### src/rtl/mul_unit.sv
// RV32M multiplier (MUL/MULH/MULHSU/MULHU): radix-2 shift-add, one partial product per cycle.
// Operands are reduced to magnitudes on accept; the sign is reapplied once in FIX.
module mul_unit #(
  parameter int unsigned WIDTH = 32
) (
  input  logic             clock,
  input  logic             reset,
  input  logic             start,
  input  logic [1:0]       op,
  input  logic [WIDTH-1:0] a,
  input  logic [WIDTH-1:0] b,
  output logic             busy,
  output logic             done,
  output logic [WIDTH-1:0] result
);

  localparam int unsigned CW = $clog2(WIDTH + 1);
  localparam int unsigned PW = 2 * WIDTH;

  typedef enum logic [1:0] {IDLE, RUN, FIX, DONE} state_t;

  state_t           state;
  logic [1:0]       op_q;
  logic             neg_q;
  logic [WIDTH-1:0] mcand;
  logic [PW-1:0]    prod;
  logic [CW-1:0]    cnt;

  logic             sa_c;
  logic             sb_c;
  logic             neg_c;
  logic [WIDTH-1:0] a_abs_c;
  logic [WIDTH-1:0] b_abs_c;
  logic [WIDTH:0]   sum_c;
  logic [PW-1:0]    fixed_c;

  // Operand sign handling, iteration adder and final sign correction.
  always_comb begin
    sa_c    = (op == 2'b01) || (op == 2'b10);
    sb_c    = (op == 2'b01);
    neg_c   = (sa_c & a[WIDTH-1]) ^ (sb_c & b[WIDTH-1]);
    a_abs_c = (sa_c && a[WIDTH-1]) ? -a : a;
    b_abs_c = (sb_c && b[WIDTH-1]) ? -b : b;
    sum_c   = {1'b0, prod[PW-1:WIDTH]} + (prod[0] ? {1'b0, mcand} : '0);
    fixed_c = neg_q ? -prod : prod;
  end

  always_ff @(posedge clock) begin
    if (reset) begin
      state  <= IDLE;
      busy   <= 1'b0;
      done   <= 1'b0;
      result <= '0;
      op_q   <= '0;
      neg_q  <= 1'b0;
      mcand  <= '0;
      prod   <= '0;
      cnt    <= '0;
    end else begin
      case (state)
        IDLE, DONE: begin
          done <= 1'b0;
          if (start) begin
            state <= RUN;
            busy  <= 1'b1;
            op_q  <= op;
            neg_q <= neg_c;
            mcand <= a_abs_c;
            prod  <= {{WIDTH{1'b0}}, b_abs_c};
            cnt   <= '0;
          end else begin
            state <= IDLE;
          end
        end
        RUN: begin
          // Carry, accumulator and remaining multiplier bits shift right as one chain.
          prod <= {sum_c, prod[WIDTH-1:1]};
          cnt  <= cnt + CW'(1);
          if (cnt == CW'(WIDTH - 1)) begin
            state <= FIX;
          end
        end
        FIX: begin
          result <= (op_q == 2'b00) ? fixed_c[WIDTH-1:0] : fixed_c[PW-1:WIDTH];
          busy   <= 1'b0;
          done   <= 1'b1;
          state  <= DONE;
        end
        default: begin
          state <= IDLE;
          busy  <= 1'b0;
          done  <= 1'b0;
        end
      endcase
    end
  end

endmodule
### config.mk
export PLATFORM = sky130hd
export DESIGN_NAME = mul_unit
export DESIGN_NICKNAME = d
export VERILOG_FILES = /design/src/rtl/mul_unit.sv
export SDC_FILE = /design/constraint.sdc
export NUM_CORES = 1
export LEC_CHECK = 0
export BUFFER_PORTS_ARGS = -buffer_cell sky130_fd_sc_hd__buf_2
export CORE_UTILIZATION = 45
export CTS_CLUSTER_SIZE = 14
export DETAILED_ROUTE_END_ITERATION = 12
export HOLD_SLACK_MARGIN = 0.1
export SLEW_MARGIN = 5
export SYNTH_ARGS = -nofsm -noshare
export SYNTH_HDL_FRONTEND = slang
export SYNTH_SLANG_ARGS = --single-unit
### constraint.sdc
create_clock -name clock -period 9.56 [get_ports clock]
set_input_delay 0.956 -clock clock [delete_from_list [all_inputs] [get_ports clock]]
set_output_delay 0.956 -clock clock [all_outputs]
set_load 0.05 [all_outputs]
-- Yosys cells after proc, flatten, opt, wreduce, memory -nomap -nowiden
Cells that the tools add are included.
- add/subtract/negate cells: 5
- equality and inequality tests: 8
- muxes and demuxes: 15
- bitwise gates (word level): 3
- reduce and logical (&&, ||, !) cells: 11
- operators by type and width (kind ; number):
    $mux 32 ; 4
    $mux 64 ; 2
    $pmux 64 s2 ; 1
    $neg 32->32 ; 2
    $neg 64->64 ; 1
    $add 32x32->33 ; 1
    $pmux 6 s2 ; 1
    $add 6x1->6 const B ; 1
    $eq 2x2->1 const B ; 3
    $eq 6x5->1 const B ; 1
    $mux 6 ; 1
    $pmux 2 s3 ; 1
    $reduce_and 2->1 ; 3
    $eq 2x1->1 const B ; 2
    $logic_not 2->1 ; 2
    $ne 2x2->1 const B ; 2
    $pmux 1 s2 ; 2
    $reduce_bool 2->1 ; 2
    $and 1x1->1 ; 2
    $logic_and 1x1->1 ; 2
    $mux 1 ; 2
    $mux 2 ; 1
    $reduce_or 2->1 ; 1
    $logic_or 1x1->1 ; 1
    $xor 1x1->1 ; 1
- bits in registers: 141
- input port bits: 69
- output and inout bits: 34
- word-level logic and storage cells: 51

-- Logic depth before layout (Yosys ltp)
Gate-level depths: netlist of run 1.
- word-level depth: 5
- mapped depth: 14
- gate-level depth less buffers: 12

-- Worst setup path after synthesis of run 1
OpenSTA, ideal clock, no wires.
- path kind: in2reg
- from: input port b[0]
- to: register prod[30]
- library setup time: 131 ps
- arrival: 3457 ps
- data required time: 9429 ps
- setup slack: 5973 ps
- stages: 10
- buffers on the path: 0
- path through: inv_1 ha_1 or4b_2 or3_1 nor4_1 nand2_1 or2_2 o31ai_1 xor2_1 o22ai_1
- word-level cells in the longest chain between the ends: 4
- RTL lines (item ; line ; source):
    start, declared ; 11 ; input logic [WIDTH-1:0] b,
    $neg 32->32 ; 43 ; b_abs_c = (sb_c && b[WIDTH-1]) ? -b : b;
    $mux 32 ; 43 ;
    $mux 64 ; 63 ; if (start) begin
    $pmux 64 s2 ; 60 ; case (state)
    end signal, assigned ; 69 ; prod <= {{WIDTH{1'b0}}, b_abs_c};
    end signal, assigned ; 77 ; prod <= {sum_c, prod[WIDTH-1:1]};
    end, declared ; 26 ; logic [PW-1:0] prod;
No other way between the ends. The select of a mux whose other input is x is not followed.
A chain may end at the register's enable or synchronous reset.

-- Final worst setup path of run 1
- from: register prod[0]
- to: register prod[62]
- word-level cells in the longest chain between the ends: 3
- RTL lines (item ; line ; source):
    $mux 32 ; 44 ; sum_c = {1'b0, prod[PW-1:WIDTH]} + (prod[0] ? {1'b0, mcand} : '0);
    $add 32x32->33 ; 44 ;
    $pmux 64 s2 ; 60 ;
No other way between the ends.

==> results of run 1 <==
## power groups by stage
stage               logic [mW]  registers [mW]  clock network, mW
floorplan                0.855           0.897                  0
global placement          1.22           0.870                  0
detailed placement        1.23           0.872                  0
CTS                       1.23           0.860              0.774
global route              1.37           0.881              0.799
finish                    1.24           0.864              0.764
## worst max-delay path, delay by kind of cell (launching register included)
family,cells,cell delay [ns]
muxes,1,0.35
and+or+nand+nor,3,0.54
DFF,1,1.06
adders and majority gates,1,0.23
AOI/OAI and AO/OA,5,1.60
## cells in the mapped netlist (14+ instances only)
cell	instances	area [um^2]
a211oi_1	37	278
a31oi_1	32	200
nor3_1	27	135
or3_1	18	113
o31ai_1	26	195
and3_1	14	87.6
and2_1	37	231
xor2_1	73	639
clkbuf_1	74	278
a21o_1	21	158
ha_1	40	500
nor2_1	115	432
nand3_1	53	265
dfxtp_1	141	2820
inv_1	20	75.1
a22o_1	16	140
nor4_1	22	138
a21oi_1	70	350
nand2_1	160	601
o21ai_0	82	410
xnor2_1	50	438
## per-layer routing
metal / vias up / part of all wire
met3: 43 / 0.058
li1: 4947 / -
met1: 4726 / 0.50
met4: 0 / 0.021
met2: 279 / 0.42
met5: - / 0
## state kept, by name, summed over array words and instances (netlist names)
register	count
done	1
state	2
cnt	6
result	32
busy	1
neg_q	1
op_q	2
prod	64
mcand	32
## area by class of cell
class | count | area, um^2
Multi-Input combinational cell | 1067 | 6790
Inverter | 20 | 75.1
Clock buffer | 17 | 425
Fill cell | 2165 | 10500
Sequential cell | 141 | 2820
Timing Repair Buffer | 115 | 611
Clock inverter | 14 | 241
Tap cell | 280 | 350
## placed cells by master (no fill, tap or decap), drive strengths merged, types with 21 or more instances in the layout
| cell type | instances |
|---|---|
| nand2 | 160 |
| dfxtp | 141 |
| nor2 | 115 |
| buf | 115 |
| o21ai | 83 |
| xor2 | 73 |
| a21oi | 70 |
| nand3 | 53 |
| xnor2 | 50 |
| ha | 40 |
| a211oi | 37 |
| and2 | 37 |
| a31oi | 32 |
| nor3 | 27 |
| o31ai | 27 |
| nor4 | 23 |
| inv | 22 |
| a21o | 21 |
## cell families (layout without fill, tap and decap cells)
logic type | count (synthesis) | after routing | synth area share
compound gates | 393 | 393 | 0.267
xor+xnor | 123 | 123 | 0.107
fa+ha+maj | 41 | 41 | 0.0519
buf+inv | 108 | 166 | 0.0431
flops | 141 | 141 | 0.282
mux | 3 | 3 | 0.00312
simple gates | 507 | 507 | 0.246
## worst paths after layout
kind	startpoint	end	slack, ns	depth (start not counted)
min	result[10]	result[10]	0.44	2
min reg2reg	result[10]	result[10]	0.44	2
max	prod[0]	prod[62]	5.71	10
max reg2reg	prod[0]	prod[62]	5.71	10
## metrics by stage
| stage | utilization | instance area (um^2) | hold slack (ns) |
|---|---|---|---|
| finish | 0.518 | 11300 | 0.437 |
| global route | 0.518 | 11300 | 0.478 |
| CTS | 0.518 | 11300 | 0.441 |
| detailed placement | 0.488 | 10600 | 0.430 |
| global placement | 0.488 | 10600 | 0.426 |
| floorplan | - | 10000 | 0.432 |
==> results.sh, run 1 <==
export IMPL_placedCellCount=1623
export IMPL_skew_ns=0.0104
export IMPL_synth_distinct_cells=76
export IMPL_syn_inst=1316
export IMPL_ys_flop_type="dfxtp_1"
export IMPL_core_area_um2=21800
export IMPL_max_freq_mhz=259
export IMPL_syn2layout_area_growth_pct=12.9
export IMPL_gr_usage_met1=0.407
export IMPL_rsz0062_at_grt="false"
export IMPL_critPathMaxStageDelay_ns=1.06
export IMPL_pwr_share_comb=0.433
export IMPL_max_slew_margin=0.224
export IMPL_drt_iter0_drc=666
export IMPL_cts_buffer_depth=2
export IMPL_path_cells="and2_1, ha_1, o21ai_0, o21ai_0, nand4_1, a311o_1, o21ai_0, o31a_1, mux2_2, nand2_1"
export IMPL_h_tree_depth=4
export IMPL_numCtsBuffers=17
export IMPL_antenna_cells=0
export IMPL_worstMarginPinSlew_ns=1.16
export IMPL_async_flop_share=0
export IMPL_critPathCaptureType="register"
export IMPL_path_clk_slew_ns=0.07
export IMPL_p_sw_mw=1.28
export IMPL_grt_pass1_vias=8732
export IMPL_grt_pass1_wl_um=48100
export IMPL_cp_data_required_time_ns=9.93
export IMPL_gp_congestion=0.906
export IMPL_tns_ns=0
export IMPL_overflow=0
export IMPL_ir_drop_mv=0.317
export IMPL_row_count=54
export IMPL_nets=1472
export IMPL_yosysWarnings=0
export IMPL_dpl_hpwl_um=23000
export IMPL_io_buffers=102
export IMPL_cts_resized=0
export IMPL_startpoint_type="register"
export IMPL_synth_edff_count=0
export IMPL_layout_min_cycle_time_ns=3.85
export IMPL_initial_utilization=0.459
export IMPL_grt_busiest_layer="met1"
export IMPL_path_class="register to register"
export IMPL_swShare=0.446
export IMPL_syn_nets=1426
export IMPL_cp_max_fo=36
export IMPL_grt_max_degree=84
export IMPL_synth_area_per_cell_um2=7.62
export IMPL_grtUsageTotal=0.272
export IMPL_drc=0
export IMPL_maxCapViolCount=0
export IMPL_powerDensity_nw_per_um2=254
export IMPL_ios=103
export IMPL_p_clk_frac=0.266
export IMPL_worstPathArrival_ns=4.22
export IMPL_met2_usage=0.389
export IMPL_worst_slack_ns=5.71
export IMPL_worst_hold_path_type="register to register"
export IMPL_hold_viol=0
export IMPL_seq_power_share=0.301
export IMPL_ys_ff_latch=141
export IMPL_leakage_nw=4.58
export IMPL_grt_use_met3=0.0455
export IMPL_antenna_found_initial=0
export IMPL_final_antenna_net_count=0
export IMPL_post_cts_buffers=0
export IMPL_setup_viol=0
export IMPL_wl_per_cell_um=18.5
export IMPL_final_cells=1654
export IMPL_fp_dieW_um=151
export IMPL_worstSkewPairLatency_ns=0.43
export IMPL_drive_above_1_share=0.128
export IMPL_wirelength_um=30600
export IMPL_p_int_mw=1.59
export IMPL_syn_area_um2=10000
export IMPL_crit_path_frequent_cell="o21ai_0"
export IMPL_ys_seq_area_frac=0.282
export IMPL_drt_first_pass_iters=5
export IMPL_post_drt_via_cell_ratio=6.04
export IMPL_dp_slack_ns=5.42
export IMPL_fp_dieH_um=151
export IMPL_report_final_slew_viol_count=0
export IMPL_root_buffer="clkbuf_16"
export IMPL_period_share=0.403
export IMPL_outcome="completed"
export IMPL_cts_tree="done"
export IMPL_finalPower_mw=2.87
export IMPL_crit_slowest_cell="dfxtp_1"
export IMPL_cts_sinks=141
export IMPL_die_area_um2=22900
export IMPL_vias=9995
export IMPL_hold_buffers=0
Power figures use the tool's default switching activity.
==> inputs of run 2 (changes only) <==
clock period = 3.64 ns   (was 9.56 ns; I/O delays follow)
==> results.sh, run 2 (synthesis results as in run 1) <==
export IMPL_setup_viol=0
export IMPL_largest_register="prod"
export IMPL_cts_sinks=141
export IMPL_layout_min_cycle_time_ns=3.25
export IMPL_tns_ns=0
export IMPL_cp_top_family="simple AND/OR/NAND/NOR gates"
export IMPL_hold_path_startpoint="op[0]"
export IMPL_overflow=0
export IMPL_crit_path_frequent_cell="or4_4"
export IMPL_cp_data_required_time_ns=3.93
export IMPL_placedCellCount=1647
export IMPL_grt_pass1_vias=8911
export IMPL_maxCapViolCount=0
export IMPL_finalPower_mw=7.48
export IMPL_critPathCaptureType="register"
export IMPL_worstMarginPinSlew_ns=0.902
export IMPL_fp_dieH_um=151
export IMPL_drive_above_1_share=0.143
export IMPL_skew_ns=0.0114
export IMPL_final_common_cell="nand2_1"
export IMPL_wirelength_um=31500
export IMPL_leakage_nw=4.66
export IMPL_drc=0
export IMPL_io_buffers=102
export IMPL_utilization=0.524
export IMPL_dpl_hpwl_um=24000
export IMPL_vias=10108
export IMPL_fin_area_um2=11400
export IMPL_worstSkewPairLatency_ns=0.43
export IMPL_multi_input_area_um2=6790
export IMPL_cts_buffer_depth=2
export IMPL_post_drt_via_cell_ratio=6.02
export IMPL_worst_path_buf_inv=1
export IMPL_largest_register_ffs=64
export IMPL_gp_congestion=0.895
export IMPL_powerDensity_nw_per_um2=654
export IMPL_outcome="completed"
export IMPL_die_area_um2=22900
export IMPL_grt_pass1_wl_um=49700
export IMPL_syn2layout_area_growth_pct=14.0
export IMPL_ios=103
export IMPL_final_antenna_net_count=0
export IMPL_antenna_found_initial=0
export IMPL_cts_tree="done"
export IMPL_path_clk_slew_ns=0.06
export IMPL_grt_max_degree=51
export IMPL_max_slew_margin=0.398
export IMPL_fp_dieW_um=151
export IMPL_antenna_cells=0
export IMPL_path_cells="or4_4, or4_4, nor4_2, nand3_1, mux2i_1, nor2_1, a2111oi_0, buf_4, nor3_1"
export IMPL_drt_first_pass_iters=7
export IMPL_root_buffer="clkbuf_16"
export IMPL_cp_max_fo=8
export IMPL_period_share=0.893
export IMPL_grtUsageTotal=0.281
export IMPL_critPathMaxStageDelay_ns=0.58
export IMPL_ir_drop_mv=0.469
export IMPL_max_freq_mhz=308
export IMPL_hold_viol=0
export IMPL_initial_utilization=0.459
export IMPL_core_area_um2=21800
export IMPL_drt_iter0_drc=816
export IMPL_wl_per_cell_um=18.8
export IMPL_mostFrequentLayoutCells="nand2_1 (160), dfxtp_1 (139), nor2_1 (112)"
export IMPL_top_regs="prod x64, mcand x32, result x32"
export IMPL_crit_reg2reg_launch="prod[20]"
export IMPL_crit_slowest_cell="or4_4"
export IMPL_nets=1496
export IMPL_h_tree_depth=4
export IMPL_path_class="register to register"
export IMPL_placed_area_um2=10800
export IMPL_final_cells=1679
export IMPL_worst_hold_path_type="input pin to register"
export IMPL_row_count=54
export IMPL_report_final_slew_viol_count=0
export IMPL_worstPathArrival_ns=3.54
export IMPL_seqCellArea_um2=2830
export IMPL_startpoint_type="register"
export IMPL_rsz0062_at_grt="false"
export IMPL_numCtsBuffers=17
export IMPL_nFillCells=2162
export IMPL_crit_start="prod[20]"
[run 2: layout make-up]
type | instances | share of cell area
multi-input cells | 1067 | 0.594
flip-flops and latches | 141 | 0.247
repair buffers | 139 | 0.0692
clock buffers | 19 | 0.0379
well taps | 280 | 0.0307
clock inverters | 13 | 0.0145
inverters | 20 | 0.00657
[run 2: timing repair]
item                                    4_1_cts  5_1_grt
hold buffers                                  0        0
setup buffers                                 0        0
endpoints found under the setup margin        0        2
resized for setup                             0        1
[run 2: worst paths after layout]
kind                              endpoint  cells past startpoint  slack [ns]
worst max-delay path            result[22]                      9        0.39
worst min-delay path               op_q[0]                      3        0.20
worst min register to register  result[10]                      2        0.44
worst max register to register  result[22]                      9        0.39
[run 2: worst register-to-register path: stages (launching register included)]
cell and delay [ns]:
dfxtp_1 0.40, or4_4 0.58, or4_4 0.50, nor4_2 0.55
nand3_1 0.17, mux2i_1 0.18, nor2_1 0.05, a2111oi_0 0.44
buf_4 0.21, nor3_1 0.04
[run 2: power breakdown]
part           internal, mW  total [mW]  switching, mW
logic                  1.12        3.42           2.30
registers              1.86        2.25          0.384
clock network          1.08        1.81          0.733
total                  4.06        7.48           3.41
[run 2: layer usage]
layer | track usage | wire length, um | vias to the layer above
li1 | - | - | 4984
met1 | 0.428 | 15600 | 4715
met2 | 0.398 | 13100 | 375
met3 | 0.0518 | 2320 | 34
met4 | 0.0680 | 497 | 0
met5 | 0 | 0 | -
[run 2: stage by stage]
stage / hold WS, ns / setup WS (ns)
after floorplan: 0.432 / 0.628
after global placement: 0.426 / 0.265
after detailed placement: 0.432 / 0.167
after CTS: 0.190 / 0.181
after global routing: 0.204 / 0.209
final: 0.203 / 0.389
==> inputs of run 3 (changes only) <==
CTS_BUF_LIST = sky130_fd_sc_hd__clkbuf_16   (was default)
==> results.sh, run 3 (synthesis results as in run 1) <==
export IMPL_top_regs="prod x64, mcand x32, result x32"
export IMPL_grt_max_degree=51
export IMPL_grtUsageTotal=0.281
export IMPL_final_common_cell="nand2_1"
export IMPL_startpoint_type="register"
export IMPL_powerDensity_nw_per_um2=654
export IMPL_row_count=54
export IMPL_cts_buffer_depth=2
export IMPL_p_int_mw=4.06
export IMPL_syn2layout_area_growth_pct=14.0
export IMPL_ir_drop_mv=0.468
export IMPL_rsz0062_at_grt="false"
export IMPL_worstSkewPairLatency_ns=0.43
export IMPL_antenna_found_initial=0
export IMPL_cp_top_family="simple AND/OR/NAND/NOR gates"
export IMPL_tns_ns=0
export IMPL_cp_data_required_time_ns=3.93
export IMPL_period_share=0.895
export IMPL_worst_path_buf_inv=1
export IMPL_fp_dieW_um=151
export IMPL_fp_dieH_um=151
export IMPL_placed_area_um2=10800
export IMPL_setup_viol=0
export IMPL_path_cells="or4_4, or4_4, nor4_2, nand3_1, mux2i_1, nor2_1, a2111oi_0, buf_4, nor3_1"
export IMPL_critPathCaptureType="register"
export IMPL_hold_buffers=0
export IMPL_final_antenna_net_count=0
export IMPL_max_slew_margin=0.400
export IMPL_hold_viol=0
export IMPL_leakage_nw=4.66
export IMPL_worst_hold_path_type="input pin to register"
export IMPL_drt_first_pass_iters=7
export IMPL_nets=1496
export IMPL_core_area_um2=21800
export IMPL_report_final_slew_viol_count=0
export IMPL_outcome="completed"
export IMPL_drt_iter0_drc=814
export IMPL_max_freq_mhz=307
export IMPL_cts_tree="done"
export IMPL_antenna_cells=0
export IMPL_maxCapViolCount=0
export IMPL_worstPathArrival_ns=3.55
export IMPL_fin_area_um2=11400
export IMPL_worstMarginPinSlew_ns=0.900
export IMPL_p_sw_mw=3.41
export IMPL_ios=103
export IMPL_cts_sinks=141
export IMPL_critPathMaxStageDelay_ns=0.58
export IMPL_drc=0
export IMPL_crit_slowest_cell="or4_4"
export IMPL_dp_slack_ns=0.167
export IMPL_post_cts_buffers=0
export IMPL_largest_register="prod"
export IMPL_h_tree_depth=4
export IMPL_numCtsBuffers=17
export IMPL_gp_congestion=0.895
export IMPL_layout_min_cycle_time_ns=3.26
export IMPL_grt_pass1_vias=8911
export IMPL_largest_register_ffs=64
export IMPL_skew_ns=0.0116
export IMPL_wirelength_um=31500
export IMPL_path_clk_slew_ns=0.06
export IMPL_worst_slack_ns=0.383
export IMPL_cts_resized=0
export IMPL_path_class="register to register"
export IMPL_wl_per_cell_um=18.8
export IMPL_root_buffer="clkbuf_16"
export IMPL_overflow=0
export IMPL_grt_pass1_wl_um=49700
export IMPL_p_clk_frac=0.242
export IMPL_pwr_share_comb=0.457
export IMPL_seq_power_share=0.301
export IMPL_cp_max_fo=8
export IMPL_dpl_hpwl_um=24000
export IMPL_mostFrequentLayoutCells="nand2_1 (160), dfxtp_1 (139), nor2_1 (112)"
export IMPL_io_buffers=102
export IMPL_vias=10098
export IMPL_swShare=0.457
export IMPL_crit_path_frequent_cell="or4_4"
export IMPL_die_area_um2=22900
export IMPL_initial_utilization=0.459
export IMPL_post_drt_via_cell_ratio=6.01
export IMPL_drive_above_1_share=0.143
run 3: cell types whose count changed in the layout (fill, tap and decap cells not counted):
cell	change
clkbuf_1	-2
inv_1	+2
run 3: per-layer routing:
metal,GRT usage,part of all wire
met1,0.428,0.49
met5,0,0
met3,0.0518,0.074
met4,0.0680,0.017
met2,0.398,0.42
run 3: layout make-up:
cell class                 count  area, um^2
clock buffer                  17         425
clock inverter                15         173
fill                        2162       10400
inverter                      20        75.1
multi-input combinational   1067        6790
sequential                   141        2830
tap                          280         350
timing repair buffer         139         791
run 3: tightest hold or removal path, stage by stage:
cell and delay (ns):
buf_2 0.11, nand2_1 0.05, a21oi_1 0.05
run 3: power groups by stage:
stage          Combinational, mW  Sequential [mW]  Clock [mW]
6_report                    3.42             2.25        1.81
5_1_grt                     3.75             2.29        1.91
3_5_place_dp                3.38             2.27           0
3_3_place_gp                3.36             2.27           0
2_1_floorplan               2.25             2.36           0
4_1_cts                     3.39             2.23        1.82
run 3: path summary, 6_finish.rpt:
| check | start | endpoint | slack, ns | cells after the start |
|---|---|---|---|---|
| max | prod[20] | result[22] | 0.38 | 9 |
| min | op[0] | op_q[0] | 0.21 | 3 |
| max reg2reg | prod[20] | result[22] | 0.38 | 9 |
| min reg2reg | result[10] | result[10] | 0.44 | 2 |
run 3: stage by stage:
step / power (mW) / hold slack [ns] / instances / utilization
after floorplan: 4.60 / 0.432 / 1316 / -
after global placement: 5.62 / 0.426 / 1647 / 0.496
after detailed placement: 5.64 / 0.432 / 1647 / 0.496
after CTS: 7.44 / 0.190 / 1679 / 0.524
after global routing: 7.95 / 0.204 / 1679 / 0.524
final: 7.47 / 0.205 / 1679 / 0.524
